[src/rtl/mem_port_arbiter.sv]
// mem_port_arbiter: two-port (fetch / data) arbiter onto a single-cycle shared RAM.
// Optional starvation guard for fetch is enabled by defining MEM_ARB_STARVE_GUARD_EN.
`default_nettype none

module mem_port_arbiter #(
    parameter int AW         = 8,
    parameter int STARVE_MAX = 4
) (
    input  logic          clock,
    input  logic          clear,
    input  logic          if_req,
    input  logic [AW-1:0] if_addr,
    output logic          if_gnt,
    output logic          if_rvalid,
    output logic [31:0]   if_rdata,
    input  logic          dm_req,
    input  logic          dm_we,
    input  logic [AW-1:0] dm_addr,
    input  logic [31:0]   dm_wdata,
    input  logic [2:0]    dm_func3,
    output logic          dm_gnt,
    output logic          dm_rvalid,
    output logic [31:0]   dm_rdata,
    output logic [AW-1:0] mem_addr,
    output logic [31:0]   mem_din,
    output logic          mem_wren,
    output logic [2:0]    mem_func3,
    input  logic [31:0]   mem_dout,
    output logic          if_stall,
    output logic          dm_stall
);

    typedef enum logic [1:0] {
        OWN_NONE = 2'd0,
        OWN_IF   = 2'd1,
        OWN_DM   = 2'd2
    } owner_e;

    owner_e owner_q;
    owner_e owner_d;
    logic   force_fetch;

    if (STARVE_MAX < 1 || STARVE_MAX > 15) begin : g_bad_starve_max
        $error("mem_port_arbiter: STARVE_MAX must be in 1..15");
    end

`ifdef MEM_ARB_STARVE_GUARD_EN
    localparam logic [3:0] STARVE_LIM = 4'(STARVE_MAX);

    logic [3:0] starve_q;
    logic [3:0] starve_d;

    assign force_fetch = (starve_q == STARVE_LIM);

    // A denied fetch counts regardless of what the winning data access was.
    always_comb begin
        starve_d = 4'd0;
        if (if_req && !if_gnt) begin
            starve_d = (starve_q == STARVE_LIM) ? STARVE_LIM : starve_q + 4'd1;
        end
    end

    always_ff @(posedge clock) begin
        if (clear) begin
            starve_q <= 4'd0;
        end else begin
            starve_q <= starve_d;
        end
    end
`else
    assign force_fetch = 1'b0;
`endif

    assign if_gnt   = !clear && if_req && (!dm_req || force_fetch);
    assign dm_gnt   = !clear && dm_req && !if_gnt;
    assign if_stall = if_req && !if_gnt;
    assign dm_stall = dm_req && !dm_gnt;

    always_comb begin
        mem_addr  = '0;
        mem_din   = 32'd0;
        mem_wren  = 1'b0;
        mem_func3 = 3'd0;
        if (if_gnt) begin
            mem_addr = if_addr;
        end else if (dm_gnt) begin
            mem_addr  = dm_addr;
            mem_din   = dm_wdata;
            mem_wren  = dm_we;
            mem_func3 = dm_func3;
        end
    end

    // Writes return nothing, so only reads claim the next cycle's read data.
    always_comb begin
        owner_d = OWN_NONE;
        if (if_gnt) begin
            owner_d = OWN_IF;
        end else if (dm_gnt && !dm_we) begin
            owner_d = OWN_DM;
        end
    end

    always_ff @(posedge clock) begin
        if (clear) begin
            owner_q <= OWN_NONE;
        end else begin
            owner_q <= owner_d;
        end
    end

    assign if_rvalid = !clear && (owner_q == OWN_IF);
    assign dm_rvalid = !clear && (owner_q == OWN_DM);
    assign if_rdata  = if_rvalid ? mem_dout : 32'd0;
    assign dm_rdata  = dm_rvalid ? mem_dout : 32'd0;

endmodule

`default_nettype wire

[config.mk]
export PLATFORM = sky130hd
export DESIGN_NAME = mem_port_arbiter
export DESIGN_NICKNAME = d
export VERILOG_FILES = /design/src/rtl/mem_port_arbiter.sv
export SDC_FILE = /design/constraint.sdc
export NUM_CORES = 1
export LEC_CHECK = 0
export ABC_AREA = 1
export CAP_MARGIN = 20
export CORE_AREA = 2 2 79 81
export CTS_BUF_LIST = sky130_fd_sc_hd__clkbuf_8
export DETAILED_ROUTE_END_ITERATION = 16
export DIE_AREA = 0 0 81 83
export GPL_ROUTABILITY_DRIVEN = 0
export PLACE_DENSITY = 0.74
export SKIP_CTS_REPAIR_TIMING = 1
export SYNTH_ARGS = -nofsm -noshare
export SYNTH_HDL_FRONTEND = slang
export SYNTH_SLANG_ARGS = --single-unit
[constraint.sdc]
create_clock -name clock -period 1.6 [get_ports clock]
set_input_delay 0.32 -clock clock [delete_from_list [all_inputs] [get_ports clock]]
set_output_delay 0.32 -clock clock [all_outputs]
set_load 0.005 [all_outputs]
==> Word-level counts from Yosys, hierarchy flattened <==
Index checks and enable logic that the tools add are counted.
{ "word_totals": {"reg_bits": 2, "latchBits": 0, "ramBits": 0, "romBits": 0, "output_inout_bits": 114, "elab_cells": 31, "n_memories": 0} }
{ "classes": {"n_addsub": 0, "mul": 0, "div_mod_pow": 0, "magnitude_cmp": 0, "n_eq_ne": 2, "shifts": 0, "n_mux": 12, "bitwise_logic": 0, "reduce_logical": 15} }
{ "ops": {"columns": ["operator", "count"], "rows": [
  ["32-bit two-way mux", 4],
  ["8-bit two-way mux", 2],
  ["1-bit logical AND", 9],
  ["3-bit two-way mux", 2],
  ["1-bit logical NOT", 5],
  ["1-bit two-way mux", 3],
  ["2-bit by 1-bit equality test with 1-bit output, second input constant", 1],
  ["2-bit equality test, second input constant", 1],
  ["2-bit two-way mux", 1],
  ["2-bit OR reduction", 1]
]} }

==> Longest topological paths before layout <==
{ "logic_depth": {"word_depth": 8, "ltp_mapped": 5, "depth_no_buf": 4} }

==> Worst setup path after synthesis <==
No wires, ideal clock.
{ "synth_path": {"path_kind": "input to output", "startpoint": "input dm_req", "endpoint": "output mem_din[10]", "arrival_time_ns": 0.853, "t_required_ns": 1.280, "path_slack_ns": 0.427, "cell_stages": 5, "path_buffers": 1, "cell_sequence": "inv_2 > nor2_8 > inv_4 > buf_6 > nor2_1"} }
{ "synth_via": {"elab_chain_len": 6} }
{ "synth_rtl": {"columns": ["element", "line", "text"], "rows": [
  ["start: declaration", "16", "input logic dm_req,"],
  ["1-bit logical NOT", "74", "assign if_gnt = !clear && if_req && (!dm_req || force_fetch);"],
  ["1-bit logical AND", "74", null],
  ["1-bit logical NOT", "75", "assign dm_gnt = !clear && dm_req && !if_gnt;"],
  ["1-bit logical AND (*)", "75", null],
  ["named net dm_gnt", "21", "output logic dm_gnt,"],
  ["32-bit two-way mux (*)", "86", "end else if (dm_gnt) begin"],
  ["32-bit two-way mux (*)", "84", "if (if_gnt) begin"],
  ["end: declaration", "25", "output logic [31:0] mem_din,"]
]} }
The timed path passes the listed nets; every way through them passes the cells marked *.

==> Worst setup path in the final report <==
{ "layout_path": {"startpoint": "register owner_q[0]", "endpoint": "output if_rdata[28]"} }
{ "layout_via": {"elab_chain_len": 3} }
{ "layout_rtl": {"columns": ["element", "line", "text"], "rows": [
  ["start: declaration", "39", "owner_e owner_q;"],
  ["start signal: assignment", "108", "owner_q <= owner_d;"],
  ["2-bit by 1-bit equality test with 1-bit output", "112", "assign if_rvalid = !clear && (owner_q == OWN_IF);"],
  ["1-bit logical AND", "112", null],
  ["32-bit two-way mux", "114", "assign if_rdata = if_rvalid ? mem_dout : 32'd0;"],
  ["end: declaration", "15", "output logic [31:0] if_rdata,"]
]} }
No other way between the ends.

==> run summary <==
Outcome: complete, but fails checks
Failing checks: setup timing
Area share of and/or/nand/nor cells after synthesis: 56.2%
# setup viols final: 16
Logic pwr share: 70.9%
Largest Register: owner_q
Worst hold-check path type: in -> reg
Net Count, Synth: 309
Final WS setup: -0.224 ns
Main combinational cell family by area after synthesis: simple AND/OR/NAND/NOR gates
Synthesized flop and latch total: 2
Worst EP arrival: 1.50 ns
Synth Area in Compound Gates: 0%
Internal power: 0.599 mW
Sw Pwr: 0.260 mW
CTS Buf Count: 3
Initial antenna violation count: 0
Total power per unit cell area: 234 nW/um2
Final hold vios: 0
CP endpoint kind: output port
Syn-to-layout area delta: 269%
Total wire length: 6770 um
Cell Rows: 28
Largest stage delay, worst path: 0.50 ns
Fill count: 505
Largest regs: owner_q x2
Wirelength per Cell: 12.8 um
Crit-path max FO: 14
Largest cells by area after synthesis: nor2_1, inv_1, buf_6
Final critical-path required period: 1.82 ns
Pre-CTS WS: -0.662 ns
Max_cap viols: 0
Min-Delay Path Depth: 3
Fin. max-slew vios: 0
Top_reg_cell synth: dfxtp_1
Clk pwr share: 22.8%
Largest net degree at the start of global routing: 38
Seq/Total Area, Yosys: 4.02%
RSZ-0062 raised after global routing: yes
DRC Markers: 0
Post-synth top area share: 38.8%
First-pass GRT wire length: 7810 um
Vias in the first global route: 1837
Max reg flops: 2
Type of the worst setup path: reg -> out
Ant diodes: 0
Reg clk slew, reported paths: 0.03 ns
Cell area after synthesis: 996 um2
Delay-heaviest family, CP: buffers and inverters
CP bufs+invs: 3
Nets@finish: 546
Post-synth top area cell: nor2_1
Setup_tns: -1.55 ns
Slew @ Worst Pin: 0.211 ns
EDFF count, synth: 0
Core Area: 5820 um2
Fmax: 0.548 GHz
Synth Warn #: 0
Total Die Area: 6720 um2
Mux cell area share after synthesis: 0%
Design area: 3670 um2
IO buf count: 201
Tot Pwr: 0.859 mW
DR iter-0 viols: 20
Sink Count: 2
Levels on crit path: 6
I/O pins: 202
Overall die width: 81 um
Sw Share: 30.3%
Layout cells sized above 1: 21.3%
Distinct cells, synth: 13
Critical Path RT: 1.28 ns
Initial Util: 17.1%
Ys async rst share: 0%
Vias/cell: 4.03
XOR/XNOR Fraction of Synth Area: 0%
Worst IR Drop VDD: 0.212 mV
Synth Instances: 221
CP startpoint kind: flip-flop
Placed Area: 3100 um2
Normalized max-slew margin: 85.9%
DP HPWL: 4600 um
GR Util All Layers: 14.1%
Static Leak: 3.26 nW
CTS tree: done
Syn Area/Cell: 4.51 um2
DRT Pass-1 Iters: 4
Slowest-stage cell, CP: clkdlybuf4s50_1
Reg power frac: 6.3%
Commonest cells post-synth: nor2_1, inv_1, nand2_1
Die Y: 83 um
Final Cycle Share: 114%
Most frequent cell after synthesis: nor2_1
Post-Synth Adder-Cell Area: 0%
Deepest clock path buffer count: 2
CP Cell Sequence: inv_2 > nor2_4 > buf_6 > nand2_8 > nor2_2 > clkdlybuf4s50_1
GRT overflow: 0
CTS HTree Levels: 1
Root buf cell: clkbuf_8
Post-route ant nets: 0
Vias: 2138
-- cell families (layout without fill, tap and decap cells) --
kind of cell	count (synthesis)	count (layout)
buffers and inverters	86	319
flip-flops	2	2
AND/OR/NAND/NOR	133	135
-- final timing paths --
check        from           end  slack [ns]
max    owner_q[0]  if_rdata[28]       -0.22
min        dm_req    owner_q[0]        0.46
-- placed cells by master (no fill, tap or decap), drive strengths merged --
master / n
buf: 46
clkbuf: 20
clkdlybuf4s50: 85
clkinv: 2
dfxtp: 2
dlymetal6s2s: 88
inv: 78
nand2: 20
nand3: 1
nand4: 8
nor2: 104
nor3: 2
-- stage by stage --
step | hold slack, ns | util (%) | std cells
2_1_floorplan | 0.392 | - | 221
3_5_place_dp | 0.889 | 53.2 | 497
6_report | 0.456 | 63.2 | 531
4_1_cts | 0.671 | 53.9 | 500
5_1_grt | 0.475 | 63.2 | 531
3_3_place_gp | 0.873 | 53.2 | 497
-- worst min-delay path: cells and delay by family --
family                 cells  cell delay, ns
buffers and inverters      2            0.26
and+or+nand+nor            1            0.04
-- power groups by stage --
stage          registers, mW  logic (mW)  clock network, mW
2_1_floorplan         0.0540       0.149                  0
3_3_place_gp          0.0541       0.535                  0
3_5_place_dp          0.0541       0.543                  0
4_1_cts               0.0535       0.545              0.204
5_1_grt               0.0546       0.658              0.210
6_report              0.0545       0.609              0.196
-- area by class of cell --
class                      instances  area, um2  area share, %
clock buffer                       3       41.3           1.12
inverter                          76        300           8.17
multi-input combinational        135        663           18.1
sequential                         2       41.3           1.12
tap                               75       93.8           2.55
timing repair buffer             236       2490           67.8
timing repair inverter             4       42.5           1.16
-- metal layers --
metal  track usage (%)  routed length, um  vias up
met3              5.65                765        0
met2              29.3               3820      120
li1                  -                  -     1076
met4              1.39                  0        0
met5                 0                  0        -
met1              12.5               2190      942
Power figures use the tool's default switching activity.
